[src/rtl/shifter_pkg.sv]
// Shared definitions for the multifunction barrel shifter: op codes,
// default widths and the bit-reverse helper used by the pipe and its bench.
package shifter_pkg;

    localparam int DEF_WIDTH = 8;
    localparam int DEF_AMT_W = 3;
    localparam int MAX_W     = 64;
    localparam int MAX_AW    = 6;

    localparam logic [1:0] OP_ROR = 2'b00;
    localparam logic [1:0] OP_ROL = 2'b01;
    localparam logic [1:0] OP_LSR = 2'b10;
    localparam logic [1:0] OP_LSL = 2'b11;

    // Reverses the low w bits of a; bits at and above w come back as zero.
    function automatic logic [MAX_W-1:0] bit_reverse(input logic [MAX_W-1:0] a,
                                                     input int w);
        logic [MAX_W-1:0]  r;
        logic [MAX_AW-1:0] idx;
        r = {MAX_W{1'b0}};
        for (int i = 0; i < MAX_W; i++) begin
            idx = MAX_AW'(w - 1 - i);
            if (i < w) begin
                r[i] = a[idx];
            end else begin
                r[i] = 1'b0;
            end
        end
        return r;
    endfunction

    // Left-going ops are executed as a right rotate on the mirrored operand.
    function automatic logic op_is_reversed(input logic [1:0] op);
        return (op == OP_ROL) || (op == OP_LSL);
    endfunction

endpackage

[src/rtl/right_shifter.sv]
// Combinational rotate-right core shared by every shifter operation.
module right_shifter #(
    parameter int WIDTH = 8,
    parameter int AMT_W = 3
) (
    input  logic [WIDTH-1:0] a,
    input  logic [AMT_W-1:0] amt,
    output logic [WIDTH-1:0] y
);

    // Bits shifted out of the low half of {a,a} reappear at the top.
    assign y = WIDTH'({a, a} >> amt);

endmodule

[src/rtl/shift_op_pipe.sv]
// Two-stage elastic valid/ready pipe around right_shifter; maps ROR/ROL/LSR/LSL
// onto a single rotate-right with operand/result mirroring and masking.
module shift_op_pipe
    import shifter_pkg::*;
#(
    parameter int WIDTH = DEF_WIDTH,
    parameter int AMT_W = DEF_AMT_W
) (
    input  logic             clk,
    input  logic             reset,
    input  logic             in_valid,
    output logic             in_ready,
    input  logic [WIDTH-1:0] in_data,
    input  logic [AMT_W-1:0] in_amt,
    input  logic [1:0]       in_op,
    output logic             out_valid,
    input  logic             out_ready,
    output logic [WIDTH-1:0] out_data,
    output logic [1:0]       pending
);

    logic             r_s1_valid;
    logic [WIDTH-1:0] r_s1_data;
    logic [AMT_W-1:0] r_s1_amt;
    logic [1:0]       r_s1_op;
    logic             r_s2_valid;
    logic [WIDTH-1:0] r_s2_data;

    logic             w_s1_load;
    logic             w_s2_load;
    logic [WIDTH-1:0] w_s1_data;
    logic [WIDTH-1:0] w_rot;
    logic [WIDTH-1:0] w_unrev;
    logic [WIDTH-1:0] w_ones;
    logic [WIDTH-1:0] w_result;

    assign w_ones    = {WIDTH{1'b1}};
    assign w_s2_load = r_s1_valid && (!r_s2_valid || out_ready);
    assign in_ready  = !r_s1_valid || w_s2_load;
    assign w_s1_load = in_valid && in_ready;

    // Mirror the operand on entry for left-going operations.
    always_comb begin
        w_s1_data = in_data;
        if (op_is_reversed(in_op)) begin
            w_s1_data = WIDTH'(bit_reverse(MAX_W'(in_data), WIDTH));
        end else begin
            w_s1_data = in_data;
        end
    end

    // Stage 1 command register.
    always_ff @(posedge clk or posedge reset) begin
        if (reset) begin
            r_s1_valid <= 1'b0;
            r_s1_data  <= {WIDTH{1'b0}};
            r_s1_amt   <= {AMT_W{1'b0}};
            r_s1_op    <= OP_ROR;
        end else if (w_s1_load) begin
            r_s1_valid <= 1'b1;
            r_s1_data  <= w_s1_data;
            r_s1_amt   <= in_amt;
            r_s1_op    <= in_op;
        end else if (w_s2_load) begin
            r_s1_valid <= 1'b0;
        end
    end

    right_shifter #(
        .WIDTH (WIDTH),
        .AMT_W (AMT_W)
    ) u_right_shifter (
        .a   (r_s1_data),
        .amt (r_s1_amt),
        .y   (w_rot)
    );

    // Un-mirror the rotated value and apply the logical-shift fill mask.
    always_comb begin
        w_unrev  = w_rot;
        w_result = w_rot;
        if (op_is_reversed(r_s1_op)) begin
            w_unrev = WIDTH'(bit_reverse(MAX_W'(w_rot), WIDTH));
        end else begin
            w_unrev = w_rot;
        end
        case (r_s1_op)
            OP_LSR:  w_result = w_unrev & (w_ones >> r_s1_amt);
            OP_LSL:  w_result = w_unrev & (w_ones << r_s1_amt);
            OP_ROR:  w_result = w_unrev;
            OP_ROL:  w_result = w_unrev;
            default: w_result = w_unrev;
        endcase
    end

    // Stage 2 result register; data only changes on load so it holds under stall.
    always_ff @(posedge clk or posedge reset) begin
        if (reset) begin
            r_s2_valid <= 1'b0;
            r_s2_data  <= {WIDTH{1'b0}};
        end else if (w_s2_load) begin
            r_s2_valid <= 1'b1;
            r_s2_data  <= w_result;
        end else if (out_ready) begin
            r_s2_valid <= 1'b0;
        end
    end

    assign out_valid = r_s2_valid;
    assign out_data  = r_s2_data;
    assign pending   = {1'b0, r_s1_valid} + {1'b0, r_s2_valid};

endmodule

[config.mk]
export PLATFORM = sky130hd
export DESIGN_NAME = shift_op_pipe
export DESIGN_NICKNAME = d
export VERILOG_FILES = /design/src/rtl/shifter_pkg.sv /design/src/rtl/right_shifter.sv /design/src/rtl/shift_op_pipe.sv
export SDC_FILE = /design/constraint.sdc
export NUM_CORES = 1
export LEC_CHECK = 0
export CORE_UTILIZATION = 45
export CTS_CLUSTER_DIAMETER = 30
export CTS_CLUSTER_SIZE = 20
export DETAILED_ROUTE_END_ITERATION = 12
export HOLD_SLACK_MARGIN = 0.08
export PLACE_DENSITY = 0.72
export RECOVER_POWER = 50
export SLEW_MARGIN = 20
export SYNTH_ARGS = -nofsm -noshare
export SYNTH_HDL_FRONTEND = slang
export SYNTH_SLANG_ARGS = --single-unit
export TNS_END_PERCENT = 10
[constraint.sdc]
create_clock -name clk -period 1.8 [get_ports clk]
set_input_delay 0.54 -clock clk [delete_from_list [all_inputs] [get_ports clk]]
set_output_delay 0.54 -clock clk [all_outputs]
set_load 0.01 [all_outputs]
Yosys cells after proc, flatten, opt, wreduce, memory -nomap -nowiden
Index checks and enable logic that the tools add are counted.

Register bits after elaboration: 23. Output and inout port bits: 12. Word-level logic and storage cells: 36.

Add/subtract/negate cells: 1. Eq/ne operators: 5. Shifts and indexed selects: 3. Mux-type cells: 7. Bitwise logic cells: 2. Reductions and logical operators: 12.

Operator list (count): $pmux 8 s3 (1); $and 8x8->8 (2); $mux 8 (2); $shr 16x3->8 (1); $shl 8x3->8 const A (1); $shr 8x3->8 const A (1); $eq 2x2->1 const B (3); $eq 2x1->1 const B (2); $logic_or 1x1->1 (4); $mux 1 (4); $reduce_bool 2->1 (2); $add 1x1->2 (1); $logic_and 1x1->1 (2); $logic_not 1->1 (2); $logic_not 2->1 (1); $reduce_or 2->1 (1).

Depth between registers and ports, before layout
Depth after elaboration: 6. Mapped depth: 6. Depth with buffers taken out: 4.

Hierarchy
From an unflattened synthesis, not the netlist that was laid out.

Cells, all modules: 135. Area total of the unflattened synthesis: 1629.1 um^2.

By module, submodules not included: shift_op_pipe (instances 1, cells each 116, area an instance 1302.5 um^2, seq. area each 575.6 um^2); right_shifter (instances 1, cells each 19, area an instance 326.6 um^2, seq. area each 0.0 um^2).

Least setup slack after synthesis
Ideal clock, no wire load.

Path type: register to register. From: reg r_s1_amt[1]. To: reg r_s2_data[5], in the netlist out_data[5]. Library setup time: 0.135 ns. Data arrival time: 1.431 ns. Required time: 1.665 ns. Setup slack: 0.234 ns. Cell stages (with the launch flop): 6. Buffers on the path: 1. Period minus slack after synthesis: 1.566 ns. Cell sequence: dfrtp_1 -> buf_6 -> mux4_2 -> mux2_2 -> mux2i_1 -> o31ai_1.

Cells in the longest elaborated chain, start to end: 4.

RTL lines: start: declaration (line shift_op_pipe.sv:24) `logic [AMT_W-1:0] r_s1_amt;`; start signal: assignment (line shift_op_pipe.sv:57) `r_s1_amt <= {AMT_W{1'b0}};`; start signal: assignment (line shift_op_pipe.sv:62) `r_s1_amt <= in_amt;`; $shr 16x3->8 (line right_shifter.sv:12) `assign y = WIDTH'({a, a} >> amt);`; $mux 8 (line shift_op_pipe.sv:82) `if (op_is_reversed(r_s1_op)) begin`; $and 8x8->8, on equally long branches (line shift_op_pipe.sv:89, shift_op_pipe.sv:88); $pmux 8 s3 (*) (line shift_op_pipe.sv:87) `case (r_s1_op)`; end signal: assignment (line shift_op_pipe.sv:100) `r_s2_data <= {WIDTH{1'b0}};`; end signal: assignment (line shift_op_pipe.sv:103) `r_s2_data <= w_result;`; end: declaration (line shift_op_pipe.sv:27) `logic [WIDTH-1:0] r_s2_data;`.

Every way passes the cells marked *; elsewhere a longest branch is shown, timed or not. A chain may end at the register's enable or synchronous reset.

Worst setup path after layout
From: reg r_s2_valid, in the netlist out_valid. To: out pending[0].

Cells in the longest elaborated chain, start to end: 1.

RTL lines: start: declaration (line shift_op_pipe.sv:26) `logic r_s2_valid;`; start signal: assignment (line shift_op_pipe.sv:99) `r_s2_valid <= 1'b0;`; start signal: assignment (line shift_op_pipe.sv:102) `r_s2_valid <= 1'b1;`; start signal: assignment (line shift_op_pipe.sv:105) `r_s2_valid <= 1'b0;`; $add 1x1->2 (line shift_op_pipe.sv:111) `assign pending = {1'b0, r_s1_valid} + {1'b0, r_s2_valid};`; end: declaration (line shift_op_pipe.sv:19) `output logic [1:0] pending`.

No other way between the ends.

==> metrics.txt <==
# TYPE chip_impl_metric gauge
chip_impl_info{name="status",value="complete, but fails checks"} 1
chip_impl_info{name="failing_checks",value="DRC"} 1
chip_impl_metric{name="syn_inst",unit=""} 133
chip_impl_metric{name="timing.final.crit_period",unit="ns"} 1.75
chip_impl_info{name="start_kind",value="register"} 1
chip_impl_info{name="mostFrequentLayoutCell",value="sky130_fd_sc_hd__dfrtp_1"} 1
chip_impl_metric{name="final.setup_skew",unit="ns"} 0.00735
chip_impl_metric{name="yosys.area_share.simple",unit="%"} 9.56
chip_impl_metric{name="detail_route.drc_violations",unit=""} 1
chip_impl_info{name="ctsRootBufferMaster",value="sky130_fd_sc_hd__clkbuf_4"} 1
chip_impl_metric{name="synthDistinctLibCells",unit=""} 28
chip_impl_metric{name="die_area",unit="um^2"} 3430
chip_impl_metric{name="vias",unit=""} 1138
chip_impl_info{name="hold_class",value="register to register"} 1
chip_impl_metric{name="pwr_density_cell",unit="nW/um^2"} 937
chip_impl_info{name="crit_path_end_kind",value="primary output"} 1
chip_impl_metric{name="routedWlPerCell",unit="um"} 14.3
chip_impl_metric{name="ctsLongestPathBuffers",unit=""} 2
chip_impl_metric{name="grt_start_max_net_pins",unit=""} 24
chip_impl_info{name="timing.hold.worst_endpoint",value="out_data[4]$_DFFE_PP0P_"} 1
chip_impl_metric{name="drt_pass1_iterations",unit=""} 8
chip_impl_metric{name="core_area",unit="um^2"} 3050
chip_impl_metric{name="fillerInstances",unit=""} 284
chip_impl_metric{name="synth.cell_area",unit="um^2"} 1440
chip_impl_metric{name="regToRegSetupSlack",unit="ns"} 0.10
chip_impl_metric{name="post_cts_hold_buffer_count",unit=""} 0
chip_impl_metric{name="grt_pass1_vias",unit=""} 1077
chip_impl_metric{name="hold-worst-slack",unit="ns"} 0.490
chip_impl_metric{name="postRouteWirelength",unit="um"} 2970
chip_impl_metric{name="yosysSeqAreaShare",unit="%"} 40.0
chip_impl_metric{name="viasPerCell",unit=""} 5.50
chip_impl_metric{name="tns",unit="ns"} 0
chip_impl_metric{name="area_delta_synth_final",unit="%"} 26.9
chip_impl_metric{name="number_of_cells_on_the_worst_hold_path",unit=""} 2
chip_impl_metric{name="crit_required",unit="ns"} 1.26
chip_impl_metric{name="worst_pin_slew",unit="ns"} 0.587
chip_impl_metric{name="grt_overflow",unit=""} 0
chip_impl_info{name="rsz_0062_raised_after_global_routing",value="false"} 1
chip_impl_metric{name="post-route-cell-area",unit="um^2"} 1830
chip_impl_metric{name="yosys.area_share.adder",unit="%"} 0.869
chip_impl_metric{name="power.ir.vdd_worst",unit="mV"} 0.436
chip_impl_metric{name="tritoncts_num_sinks",unit=""} 23
chip_impl_info{name="most-common-layout-cells",value="sky130_fd_sc_hd__dfrtp_1, sky130_fd_sc_hd__nand2_1, sky130_fd_sc_hd__mux2i_1"} 1
chip_impl_metric{name="drv_slew",unit=""} 0
chip_impl_info{name="min-delay-start",value="out_data[4]$_DFFE_PP0P_"} 1
chip_impl_metric{name="dpl_cell_area",unit="um^2"} 1790
chip_impl_info{name="worst_r2r_startpoint",value="r_s1_amt[1]$_DFFE_PP0P_"} 1
chip_impl_metric{name="detail_route.iter0.violations",unit=""} 20
chip_impl_metric{name="grt.total_usage",unit="%"} 19.6
chip_impl_metric{name="power.static_leakage",unit="nW"} 0.832
chip_impl_metric{name="hold_viol_final",unit=""} 0
chip_impl_metric{name="final_stage_net_count",unit=""} 182
chip_impl_metric{name="synthXorXnorAreaFrac",unit="%"} 0
chip_impl_metric{name="cts_made_buffers",unit=""} 3
chip_impl_metric{name="placementRows",unit=""} 20
chip_impl_metric{name="min_period_over_period",unit="%"} 97.2
chip_impl_info{name="crit-reg2reg-capture",value="out_data[5]$_DFFE_PP0P_"} 1
chip_impl_metric{name="synth-warning-count",unit=""} 0
chip_impl_info{name="cts_tree",value="done"} 1
chip_impl_metric{name="gp_congestion",unit=""} 0.795
chip_impl_info{name="synth_top_family_by_area",value="multiplexers"} 1
chip_impl_metric{name="drv.max_cap_violation_count",unit=""} 0
chip_impl_metric{name="count_of_h_tree_levels_built_during_cts",unit=""} 1
chip_impl_metric{name="drive_above_1_share",unit="%"} 19.0
chip_impl_metric{name="maxSlewHeadroom",unit="%"} 60.9
chip_impl_metric{name="yosys_register_bits",unit=""} 23
chip_impl_metric{name="die_width",unit="um"} 58.6
chip_impl_metric{name="complex_gate_fraction_of_the_synthesized_area",unit="%"} 12.2
chip_impl_metric{name="grt_pass1_wl",unit="um"} 4910
chip_impl_metric{name="post_synth_mux_area_share",unit="%"} 32.1
chip_impl_metric{name="dp_hpwl",unit="um"} 2220
chip_impl_metric{name="initial_antenna_violation_count",unit=""} 0
chip_impl_metric{name="clock_latency",unit="ns"} 0.33
chip_impl_metric{name="timing.critical_path.arrival",unit="ns"} 1.21
chip_impl_metric{name="path_clk_slew",unit="ns"} 0.14
chip_impl_metric{name="numPortBuffers",unit=""} 28
chip_impl_metric{name="setup_violating_endpoint_count_in_the_final_report",unit=""} 0
chip_impl_metric{name="starting_density_of_the_core",unit="%"} 47.2
chip_impl_metric{name="antennaDiodeCount",unit=""} 0
chip_impl_metric{name="critical_path.max_fanout",unit=""} 2
chip_impl_metric{name="route.antenna.remaining_nets",unit=""} 0
chip_impl_metric{name="r2r.worst_path.cells",unit=""} 4
chip_impl_metric{name="synth.avg_cell_area",unit="um^2"} 10.8
chip_impl_metric{name="mappedNetlistNets",unit=""} 151
chip_impl_metric{name="fmax",unit="GHz"} 0.572
chip_impl_info{name="timing_worst_setup_path_type",value="register to primary output"} 1
chip_impl_metric{name="die_y",unit="um"} 58.6
chip_impl_metric{name="io_pins",unit=""} 29
[worst max-delay path by stage]
stage                            startpoint                 endpoint  slack, ns  cells past startpoint
floorplan           r_s1_amt[1]$_DFFE_PP0P_  out_data[5]$_DFFE_PP0P_       0.23                      5
global placement                  out_ready                 in_ready      -0.40                      3
global route          out_valid$_DFFE_PP0P_               pending[0]       0.01                      2
detailed placement                out_ready                 in_ready      -0.40                      3
finish                out_valid$_DFFE_PP0P_               pending[0]       0.05                      2
CTS                               out_ready                 in_ready      -0.01                      3
[synth_stat cells (all sizes together)]
cell type | count | area share [%]
o21a | 1 | 0.52
nand3 | 3 | 1.0
ha | 1 | 0.87
o211a | 1 | 0.70
mux2 | 9 | 7.0
a31oi | 1 | 0.43
nor2 | 3 | 0.78
nand3b | 1 | 0.52
nand2b | 4 | 1.7
o21ai | 12 | 4.2
o31ai | 4 | 2.1
inv | 2 | 0.52
clkbuf | 8 | 2.1
a22o | 2 | 1.2
and2 | 1 | 0.43
o221ai | 1 | 0.61
nor3 | 1 | 0.35
buf | 5 | 2.8
mux4 | 8 | 13
a21oi | 4 | 1.4
nand2 | 18 | 4.7
mux2i | 18 | 13
o211ai | 2 | 1.0
dfrtp | 23 | 40
[metal layers]
layer / global-route usage (%) / part of all wire, % / up-vias / wire length [um]
met5: 0 / 0 / - / 0
met4: 9.52 / 1.5 / 0 / 46
met3: 3.74 / 4.6 / 5 / 138
met2: 34.3 / 51 / 34 / 1520
met1: 23.0 / 43 / 552 / 1260
li1: - / - / 547 / -
[worst max-delay path, cell delays in order, from the launching register on]
cell                      delay (ns)
sky130_fd_sc_hd__dfrtp_1        0.43
sky130_fd_sc_hd__ha_2           0.34
sky130_fd_sc_hd__buf_2          0.12
[where the power goes]
| group | internal [mW] | switching, mW |
|---|---|---|
| Sequential | 0.628 | 0.126 |
| Combinational | 0.410 | 0.296 |
| Clock | 0.0835 | 0.169 |
[flip-flops by register name, summed over array words and instances (netlist names)]
| name | cells |
|---|---|
| out_data | 8 |
| out_valid | 1 |
| r_s1_amt | 3 |
| r_s1_data | 8 |
| r_s1_op | 2 |
| r_s1_valid | 1 |
[repair_timing]
item / in CTS / in global routing
buffers inserted: 1 / 0
pin swaps: 1 / 0
gates cloned: 0 / 0
endpoints found under the setup margin: 9 / 16
resized for setup: 12 / 12
[through the flow]
stage / worst slack, ns / util, % / std cells / power (mW)
after floorplan: 0.234 / - / 133 / 1.21
after global placement: -0.401 / 58.7 / 202 / 1.46
after detailed placement: -0.401 / 58.7 / 202 / 1.50
after CTS: -0.0107 / 59.6 / 207 / 1.75
after global routing: 0.0128 / 59.9 / 207 / 1.84
final: 0.0504 / 59.9 / 207 / 1.71
[layout make-up]
| type | count | area [um^2] | area share (%) |
|---|---|---|---|
| inverters | 2 | 7.51 | 0.411 |
| clock inverters | 1 | 5.00 | 0.274 |
| well taps | 44 | 55.1 | 3.01 |
| multi-input cells | 95 | 793 | 43.4 |
| repair buffers | 39 | 367 | 20.1 |
| flip-flops and latches | 23 | 578 | 31.6 |
| clock buffers | 3 | 22.5 | 1.23 |
[cell families after synthesis]
group | Yosys count
AO/OA/AOI/OAI | 28
adder cells (fa/ha/maj) | 1
buffers and inverters | 15
flip-flops | 23
multiplexers | 35
AND/OR/NAND/NOR | 31
No activity file was read; power rests on OpenSTA's default activity.
